File: src/rtl/cmp_pkg.sv
// Shared encodings for the streaming comparator: comparison modes and
// the verdict FSM states.
package cmp_pkg;

  typedef logic [1:0] mode_t;
  typedef logic [1:0] state_t;

  localparam mode_t MODE_EQ = 2'b00;
  localparam mode_t MODE_NE = 2'b01;
  localparam mode_t MODE_GT = 2'b10;
  localparam mode_t MODE_LT = 2'b11;

  localparam state_t ST_IDLE = 2'b00;
  localparam state_t ST_PASS = 2'b01;
  localparam state_t ST_FAIL = 2'b10;

endpackage

File: src/rtl/cmp_core.sv
// Purely combinational unsigned comparator; mode picks which relation
// between i0 and i1 is reported on result.
module cmp_core
  import cmp_pkg::*;
#(
  parameter int W = 8
) (
  input  logic [W-1:0] i0,
  input  logic [W-1:0] i1,
  input  mode_t        mode,
  output logic         result
);

  logic [W-1:0] diff_bits;
  logic         eq;
  logic         gt;
  logic         lt;

  generate
    for (genvar gi = 0; gi < W; gi++) begin : g_diff
      assign diff_bits[gi] = i0[gi] ^ i1[gi];
    end
  endgenerate

  assign eq = ~|diff_bits;
  assign gt = i0 > i1;
  assign lt = i0 < i1;

  always_comb begin
    result = 1'b0;
    case (mode)
      MODE_EQ: result = eq;
      MODE_NE: result = ~eq;
      MODE_GT: result = gt;
      MODE_LT: result = lt;
      default: result = 1'b0;
    endcase
  end

endmodule

File: src/rtl/cmp_stream.sv
// Two-stage streaming comparator with saturating sample/pass counters and
// a sticky PASS/FAIL verdict over completed samples.
module cmp_stream
  import cmp_pkg::*;
#(
  parameter int W     = 8,
  parameter int CNT_W = 16
) (
  input  logic             clk,
  input  logic             reset,
  input  logic [W-1:0]     i0,
  input  logic [W-1:0]     i1,
  input  logic             in_valid,
  input  logic [1:0]       mode,
  input  logic             clr,
  output logic             op,
  output logic             out_valid,
  output logic [CNT_W-1:0] total_cnt,
  output logic [CNT_W-1:0] pass_cnt,
  output logic [1:0]       state
);

  localparam logic [CNT_W-1:0] CNT_MAX = '1;

  logic [W-1:0]     s1_a_reg;
  logic [W-1:0]     s1_b_reg;
  mode_t            s1_mode_reg;
  logic             s1_valid_reg;
  logic             cmp_result;
  logic             op_reg;
  logic             out_valid_reg;
  logic [CNT_W-1:0] total_cnt_reg;
  logic [CNT_W-1:0] pass_cnt_reg;
  state_t           state_reg;
  state_t           state_next;

  // Stage 1: operands are only reloaded on a real sample.
  always_ff @(posedge clk) begin
    if (reset) begin
      s1_a_reg     <= '0;
      s1_b_reg     <= '0;
      s1_mode_reg  <= MODE_EQ;
      s1_valid_reg <= 1'b0;
    end else if (clr) begin
      s1_valid_reg <= 1'b0;
    end else begin
      s1_valid_reg <= in_valid;
      if (in_valid) begin
        s1_a_reg    <= i0;
        s1_b_reg    <= i1;
        s1_mode_reg <= mode;
      end
    end
  end

  cmp_core #(
    .W (W)
  ) u_cmp_core (
    .i0     (s1_a_reg),
    .i1     (s1_b_reg),
    .mode   (s1_mode_reg),
    .result (cmp_result)
  );

  // Stage 2: op holds its last value whenever no sample completes.
  always_ff @(posedge clk) begin
    if (reset) begin
      op_reg        <= 1'b0;
      out_valid_reg <= 1'b0;
    end else if (clr) begin
      out_valid_reg <= 1'b0;
    end else begin
      out_valid_reg <= s1_valid_reg;
      if (s1_valid_reg) begin
        op_reg <= cmp_result;
      end
    end
  end

  // Counters account for the sample visible on op/out_valid during this cycle.
  always_ff @(posedge clk) begin
    if (reset || clr) begin
      total_cnt_reg <= '0;
      pass_cnt_reg  <= '0;
    end else if (out_valid_reg) begin
      if (total_cnt_reg != CNT_MAX) begin
        total_cnt_reg <= total_cnt_reg + CNT_W'(1);
      end
      if (op_reg && (pass_cnt_reg != CNT_MAX)) begin
        pass_cnt_reg <= pass_cnt_reg + CNT_W'(1);
      end
    end
  end

  always_ff @(posedge clk) begin
    if (reset || clr) begin
      state_reg <= ST_IDLE;
    end else begin
      state_reg <= state_next;
    end
  end

  always_comb begin
    state_next = state_reg;
    case (state_reg)
      ST_IDLE: begin
        if (out_valid_reg) begin
          state_next = op_reg ? ST_PASS : ST_FAIL;
        end
      end
      ST_PASS: begin
        if (out_valid_reg && !op_reg) begin
          state_next = ST_FAIL;
        end
      end
      ST_FAIL: state_next = ST_FAIL;
      default: state_next = ST_IDLE;
    endcase
  end

  always_comb begin
    op        = op_reg;
    out_valid = out_valid_reg;
    total_cnt = total_cnt_reg;
    pass_cnt  = pass_cnt_reg;
    state     = state_reg;
  end

endmodule
File: config.mk
export PLATFORM = sky130hd
export DESIGN_NAME = cmp_stream
export DESIGN_NICKNAME = d
export VERILOG_FILES = /design/src/rtl/cmp_pkg.sv /design/src/rtl/cmp_core.sv /design/src/rtl/cmp_stream.sv
export SDC_FILE = /design/constraint.sdc
export NUM_CORES = 1
export LEC_CHECK = 0
export CAP_MARGIN = 0
export CORE_ASPECT_RATIO = 1.2
export CORE_MARGIN = 4
export CORE_UTILIZATION = 35
export DETAILED_ROUTE_END_ITERATION = 6
export GPL_TIMING_DRIVEN = 0
export PLACE_DENSITY = 0.67
export SYNTH_ARGS = -nofsm -noshare
export SYNTH_HDL_FRONTEND = slang
export SYNTH_HIERARCHICAL = 1
export SYNTH_SLANG_ARGS = --single-unit
File: constraint.sdc
create_clock -name clk -period 4.63 [get_ports clk]
set_input_delay 0.463 -clock clk [delete_from_list [all_inputs] [get_ports clk]]
set_output_delay 0.463 -clock clk [all_outputs]
set_load 0.1 [all_outputs]
======== After elaboration in Yosys (flattened, before gate mapping) ========
Cells that the tools add are included.
Widths: inputs -> output; s select.
storage, ports and cells
  output and inout port bits .............. 36
  register bits ........................... 55
  input port bits ......................... 22
operators by class
  reductions and logical operators ........ 14
  equal/unequal tests ..................... 9
  bitwise operators ....................... 9
  magnitude comparators ................... 2
  muxes and demuxes ....................... 5
  add/subtract/negate cells ............... 2
operator list
  kind                   number
  $add 16x1->16 const B  2
  $ne 16x16->1 const B   2
  $reduce_and 2->1       5
  $gt 8x8->1             1
  $lt 8x8->1             1
  $reduce_or 8->1        1
  $xor 1x1->1            8
  $eq 2x2->1 const B     3
  $mux 2                 3
  $pmux 2 s3             1
  $eq 2x1->1 const B     2
  $logic_not 2->1        2
  $ne 2x2->1 const B     2
  $pmux 1 s4             1
  $logic_and 1x1->1      2
  $logic_not 1->1        2
  $reduce_or 2->1        1
  $logic_or 1x1->1       1
  $not 1->1              1

======== Logic depth before layout (Yosys ltp) ========
Gate-level depths: netlist of run 1.
  depth in word-level cells ............... 4
  depth in mapped cells ................... 9

======== By module ========
Netlist of run 1, hierarchy kept.
modules (own cells, without submodules)
  module      seq. area each (sq um)  cells an instance  instances  area an instance (sq um)
  cmp_stream  1,101.1                 302                1          2,487.4
  cmp_core    0.0                     37                 1          264.0

======== Worst setup path after synthesis of run 1 ========
Ideal clock, no wire load.
  kind .................................... register to register
  start ................................... register out_valid_reg (netlist: out_valid)
  end ..................................... register pass_cnt_reg[9] (netlist: pass_cnt[9])
  buffers on the path ..................... 3
  setup slack ............................. 1,951 ps
  cell stages (with the launch flop) ...... 8
  arrival time ............................ 2,609 ps
  library setup time ...................... 70 ps
  path through ............................ dfxtp_1 -> buf_6 -> nand2_4 -> buf_6 -> or4_1 -> buf_2 -> or4_1 -> a21oi_1
between the ends
  longest elaborated chain between the ends .. 1
ends and longest elaborated chain
  item                        RTL line          text
  start, declared             cmp_stream.sv:31  logic out_valid_reg;
  start signal, assigned      cmp_stream.sv:73  out_valid_reg <= s1_valid_reg;
  $reduce_and 2->1 (no line)  -
  end signal, assigned        cmp_stream.sv:90  pass_cnt_reg <= pass_cnt_reg + CNT_W'(1);
  end, declared               cmp_stream.sv:33  logic [CNT_W-1:0] pass_cnt_reg;
No other way between the ends.
A chain may end at the register's enable or synchronous reset.

======== Final worst setup path of run 1 ========
  start ................................... register pass_cnt_reg[8] (netlist: pass_cnt[8])
  end ..................................... output port pass_cnt[8]
RTL lines
  item           RTL line          text
  end, declared  cmp_stream.sv:19  output logic [CNT_W-1:0] pass_cnt,
No word-level cell between the ends.

==> impl_results.md, run 1 <==
- Peak Freq: 0.408 GHz
- Vias in the first global route: about 2400
- Slew Viols, Final: 0
- Pleak: around 0.0011 uW
- R2R setup slack: between 2 and 3 ns
- Hold buffers post-CTS: 0
- Synth Instances: ~340
- Min Tclk post-route: approximately 2.5 ns
- Comb pwr share: under 10%
- First-pass GRT wire length: 10.7 mm
- Worst-Skew Late Latency: slightly above 0.3 ns
- Pre-antenna DRT Iters: 4
- Final hold vios: 0
- Syn nets: 374
- CP endpoint kind: output port
- Syn Std Cell Area: 2750 um^2
- Crit Path Max Fanout: 8
- Final nets: 438
- Initial antenna violation count: 0
- Die width: roughly 89 um
- Arr. time, crit path: 1.99 ns
- Antenna viol nets, final: 0
- DR WL/cell: between 10 and 15 um
- HP Class: reg2reg
- Unrepaired setup endpoints after global routing: no
- Area growth syn-to-layout: 28.7%
- Final setup fails: 0
- Layout cell share with drive strength beyond 1: around 4.2%
- CP delay by family, top: buffers and inverters
- Synth Warn #: 6
- GP Congestion: 0.771
- Slowest cell on the critical path: clkdlybuf4s50_1
- Max incr delay on CP: approximately 1.2 ns
- Post-Route WL: between 6 and 7 mm
- I/O Buffers: 57
- CP Launch Type: flop
- Fillers: roughly 770
- CTS Root Cell: clkbuf_8
- Clock Power Share: approximately 34%
- Hold slack: about 0.45 ns
- Clk buf depth: 2
- Cell row count: 35
- Post-synthesis sequential area ratio: approximately 40%
- Half-perimeter wire length after placement: just under 5 mm
- Worst slack at placement: 2.25 ns
- Critical path required time: 4.17 ns
- EDFF count, synth: 0
- Actual slew at the worst max-slew pin: 0.992 ns
- Setup tns final: 0 ns
- Worst Skew: roughly 0.015 ns
- CTS sink count: 55
- Switching Power: just over 200 uW
- PD cells: approximately 240 nW/um^2
- 1st-iter DRT viols: 125
- Post-synthesis compound-gate area fraction: around a fifth
- Via count: roughly 2700
- Synth Area in Adders: 5.91%
- Clock buffer count from CTS: 5
- Pwr Total: just under 900 uW
- GRT overflow: 0
- H-Tree Depth: 2
- Clock slew at reported path FFs: 0.11 ns
- Main combinational cell family by area after synthesis: simple AND/OR/NAND/NOR gates
- Worst setup margin: between 2 and 2.5 ns
- Outcome: completed
- Post-Synth Simple-Gate Area: approximately 28%
- Postcts setup bufs: 0
- Library cells used by synthesis: 47
- Mux contribution to synthesized area: approximately 1.5%
- Crit path cell chain: clkdlybuf4s50_1
- Sequential share of power: between 50% and 60%
- Relative slew slack: between 30% and 40%
- Final worst-path cycle share: between 50% and 60%
- Int Power: ~660 uW
- Initial Utilization: 35.9%
- Xor/xnor share of the synthesized area: less than 1%
- Crit path kind: reg2out
- CTS tree: done
- Die Ht: 105 um
- Die area: just over 9000 um^2
- DRC: 0
- Vias per cell: 5.35
- Top-Level Pins: 58
- CP bufs+invs: 1
- VDD IR-drop max: roughly 0.00012 V
- Max Cap Violations: 0
- Core area: 7660 um^2
- Seq cells post-synth: 55
- Post-cts sizing count: 0
- Largest net degree at the start of global routing: 17
- Sw frac: between 20% and 30%
- Gr usage total: about 14%
- Ys flop type: dfxtp_1
- Post-layout util: between 40% and 50%
- ANT cells: 0
- Ys async rst share: 0%
- Synthesized area per cell: between 8 and 9 um^2
## stage by stage
stage               instance area (um^2)  cells
CTS                                 3540    496
floorplan                           2750    339
global placement                    3440    488
finish                              3540    496
detailed placement                  3440    488
global route                        3540    496
## layout by cell type, fill, tap and decap left out, types with 2 or more instances in the layout
cell and n:
clkdlybuf4s50_1 57, buf_6 2, nand2b_1 4, a21oi_1 45
buf_1 2, o31ai_1 12, nor2_1 11, or3_1 10
or2_2 2, inv_1 18, nor4_1 5, nor3_1 10
ha_1 13, nand2_1 52, nand3_1 9, a31oi_1 4
dfxtp_1 55, o21ai_0 10, and4_1 3, clkbuf_1 10
nor2b_1 3, mux2i_1 4, and3_1 3, clkbuf_8 7
or4_1 14, nand4_1 10, and2_1 3, o21a_1 4
## metal layers
layer | vias up | global-route usage, % | part of all wire [%]
li1 | 1370 | - | -
met1 | 1211 | 17.2 | 45
met2 | 70 | 23.6 | 48
met3 | 5 | 3.39 | 6.3
met4 | 0 | 3.83 | 0.92
met5 | - | 0 | 0
## synthesized netlist by cell type (2+ instances only)
cell type	number	area, um^2
nand2_1	52	195
a21oi_1	45	225
and2_1	3	18.8
buf_6	2	22.5
buf_1	2	7.51
mux2i_1	4	40.0
or2_2	2	12.5
o21a_1	4	30.0
and4_1	3	26.3
clkbuf_1	10	37.5
nand4_1	10	62.6
o21ai_0	10	50.1
nand3_1	9	45.0
nor4_1	5	31.3
nand2b_1	4	25.0
dfxtp_1	55	1100
o31ai_1	12	90.1
ha_1	13	163
and3_1	3	18.8
a31oi_1	4	25.0
or4_1	14	105
nor2_1	11	41.3
or3_1	10	62.6
inv_1	18	67.6
nor2b_1	3	18.8
nor3_1	10	50.1
## cell type report
type | count | area [um^2] | area share, %
multi-input combinational | 251 | 1510 | 42.7
sequential | 55 | 1100 | 31.1
timing repair buffer | 57 | 571 | 16.1
tap | 92 | 115 | 3.25
clock buffer | 7 | 96.3 | 2.72
buffer | 15 | 72.6 | 2.05
inverter | 18 | 67.6 | 1.91
clock inverter | 1 | 7.51 | 0.212
## logic make-up (layout without fill, tap and decap cells)
kind of cell    Yosys count  after routing
flops                    55             55
buf+inv                  33             98
compound gates           87             87
mux                       4              4
xor+xnor                  1              1
fa+ha+maj                13             13
simple gates            146            146
## worst reg2reg max path, stage by stage, from the launching register on
cell	delay, ns
dfxtp_1	0.38
buf_6	0.16
nand2_4	0.06
buf_6	0.14
or4_1	0.49
buf_2	0.17
or4_1	0.48
a21oi_1	0.15
## power by group through the flow
stage	combinational, uW	clock (uW)	sequential, uW
floorplan	47.3	0	501
global placement	83.2	0	497
detailed placement	84.3	0	497
CTS	84.7	303	486
global route	93.1	320	487
finish	83.5	295	486
## worst paths after layout
check	cells past startpoint	startpoint	to
min reg2reg	1	s1_valid_reg	out_valid
min	1	s1_valid_reg	out_valid
max reg2reg	7	out_valid	pass_cnt[11]
max	1	pass_cnt[8]	pass_cnt[8]
(Power assumes the default switching activity.)
==> inputs of run 2 (changes only) <==
- clock period: 4.63 -> 2.5 ns (I/O delays scaled with it)
==> impl_results.md, run 2 (synthesis gave the netlist of run 1 again) <==
- Core area: 7660 um^2 (unchanged)
- Sw frac: 25.2% (+1.2 points)
- Initial antenna violation count: 0 (unchanged)
- Crit path cell chain: clkdlybuf4s50_1
- Top-Level Pins: 58 (unchanged)
- Vias per cell: 5.25 (-2.0%)
- Max incr delay on CP: 1.18 ns (about the same)
- I/O Buffers: 57 (unchanged)
- CP Launch Type: flop
- Int Power: 1160 uW (+77%)
- Slowest cell on the critical path: clkdlybuf4s50_1
- Sequential share of power: 58.1% (+1.9 points)
- First-pass GRT wire length: 10.9 mm (+2.1%)
- Cell row count: 35 (unchanged)
- Final worst-path cycle share: 88.6%
- Crit path kind: reg2out
- Worst Skew: 0.00762 ns (-0.00763 ns)
- Final setup fails: 0 (unchanged)
- Final nets: 438 (unchanged)
- Pre-antenna DRT Iters: 4 (unchanged)
- Area growth syn-to-layout: 28.7% (about the same)
- Placed cells: 488 (unchanged)
- Antenna viol nets, final: 0 (unchanged)
- CP bufs+invs: 1 (unchanged)
- Layout cell share with drive strength beyond 1: 7.43% (+3.2 points)
- PD cells: 438 nW/um^2 (+79%)
- CP endpoint kind: output port
- Max Cap Violations: 0 (unchanged)
- CTS Root Cell: clkbuf_8
- Highest-count cells in the layout ignoring fill and taps: clkdlybuf4s50_1, nand2_1, a21oi_1
- Clock buffer count from CTS: 5 (unchanged)
- Relative slew slack: 34.3% (+0.65 points)
- Post-Route WL: 6.42 mm (-1.6%)
- Peak Freq: approximately 0.45 GHz
- GRT overflow: 0 (unchanged)
- Clk buf depth: 2 (unchanged)
- Pleak: 0.00114 uW (-0.32%)
- Clock slew at reported path FFs: 0.11 ns (about the same)
- Worst-Skew Late Latency: 0.31 ns (about the same)
- Unrepaired setup endpoints after global routing: no
- Die Ht: 105 um (unchanged)
- GP Congestion: 0.829 (+7.6%)
- Outcome: completed
- Non-filler cells, final: 496 (unchanged)
- Worst slack at placement: 0.306 ns (-1.95 ns)
- Hold slack: 0.447 ns (-0.00668 ns)
- Critical path required time: 2.25 ns (-1.92 ns)
- Switching Power: 391 uW (+88%)
- Clock Power Share: 32.0% (-2.1 points)
- CTS sink count: 55 (unchanged)
- CTS tree: done
- Initial Utilization: 35.9% (unchanged)
- 1st-iter DRT viols: 133 (+6.4%)
- DR WL/cell: 12.9 um (-1.6%)
- Largest net degree at the start of global routing: 18 (+1)
- HP Class: reg2reg
- Vias in the first global route: 2433 (+2.0%)
- Die width: 88.9 um (unchanged)
- H-Tree Depth: 2 (unchanged)
- Comb pwr share: 10.0% (+0.3 points)
- Slew Viols, Final: 0 (unchanged)
- Most common cell after layout, fill and taps aside: clkdlybuf4s50_1
- Min Tclk post-route: roughly 2.2 ns
- Die area: 9350 um^2 (unchanged)
- Arr. time, crit path: 1.97 ns (-0.02 ns)
- Crit Path Max Fanout: 8 (unchanged)
- Post-cts sizing count: 0 (unchanged)
- Setup tns final: 0 ns (unchanged)
- Via count: 2604 (-2.0%)
- CP delay by family, top: buffers and inverters
- VDD IR-drop max: 0.000210 V (+75%)
- DRC: 0 (unchanged)
- Half-perimeter wire length after placement: 4.93 mm (+0.67%)
- Actual slew at the worst max-slew pin: 0.976 ns (-0.0156 ns)
- Final hold vios: 0 (unchanged)
- Gr usage total: 14.0% (+0.14 points)
- Worst setup margin: 0.284 ns (-1.89 ns)
- ANT cells: 0 (unchanged)
- Postcts setup bufs: 0 (unchanged)
- Hold buffers post-CTS: 0 (unchanged)
[run 2: cell types whose count changed in the layout (fill, tap and decap cells not counted)]
cell,delta
clkbuf_8,-2
clkinv_2,+1
dfxtp_2,+13
clkinvlp_4,+1
dfxtp_1,-13
[run 2: cell type report]
class | instances | area (um^2)
fill | 769 | 4120
clock buffer | 5 | 68.8
sequential | 55 | 1120
inverter | 18 | 67.6
clock inverter | 3 | 20.0
multi-input combinational | 251 | 1510
tap | 92 | 115
timing repair buffer | 57 | 571
buffer | 15 | 72.6
[run 2: stage by stage]
stage	cell area (um^2)	total power (uW)	utilization [%]
2_1_floorplan	2770	1010	-
3_3_place_gp	3450	1070	45.1
3_5_place_dp	3450	1080	45.1
4_1_cts	3540	1580	46.2
5_1_grt	3540	1630	46.2
6_report	3540	1550	46.2
[run 2: path summary, 6_finish.rpt]
check | start | endpoint | slack [ns] | depth (start not counted)
max | pass_cnt[8] | pass_cnt[8] | 0.28 | 1
min | s1_valid_reg | out_valid | 0.45 | 1
max reg2reg | total_cnt[0] | total_cnt[3] | 0.38 | 5
min reg2reg | s1_valid_reg | out_valid | 0.45 | 1
[run 2: power by group through the flow]
stage	combinational [uW]	sequential [uW]	clock, uW
3_5_place_dp	156	921	0
3_3_place_gp	153	921	0
2_1_floorplan	87.5	927	0
6_report	155	900	496
4_1_cts	157	901	521
5_1_grt	174	903	549
[run 2: layer usage]
layer | track usage [%] | vias to the layer above | part of all wire [%]
met5 | 0 | - | 0
met3 | 2.21 | 4 | 5.0
li1 | - | 1373 | -
met4 | 3.19 | 0 | 0.41
met2 | 24.7 | 59 | 49
met1 | 17.6 | 1168 | 46
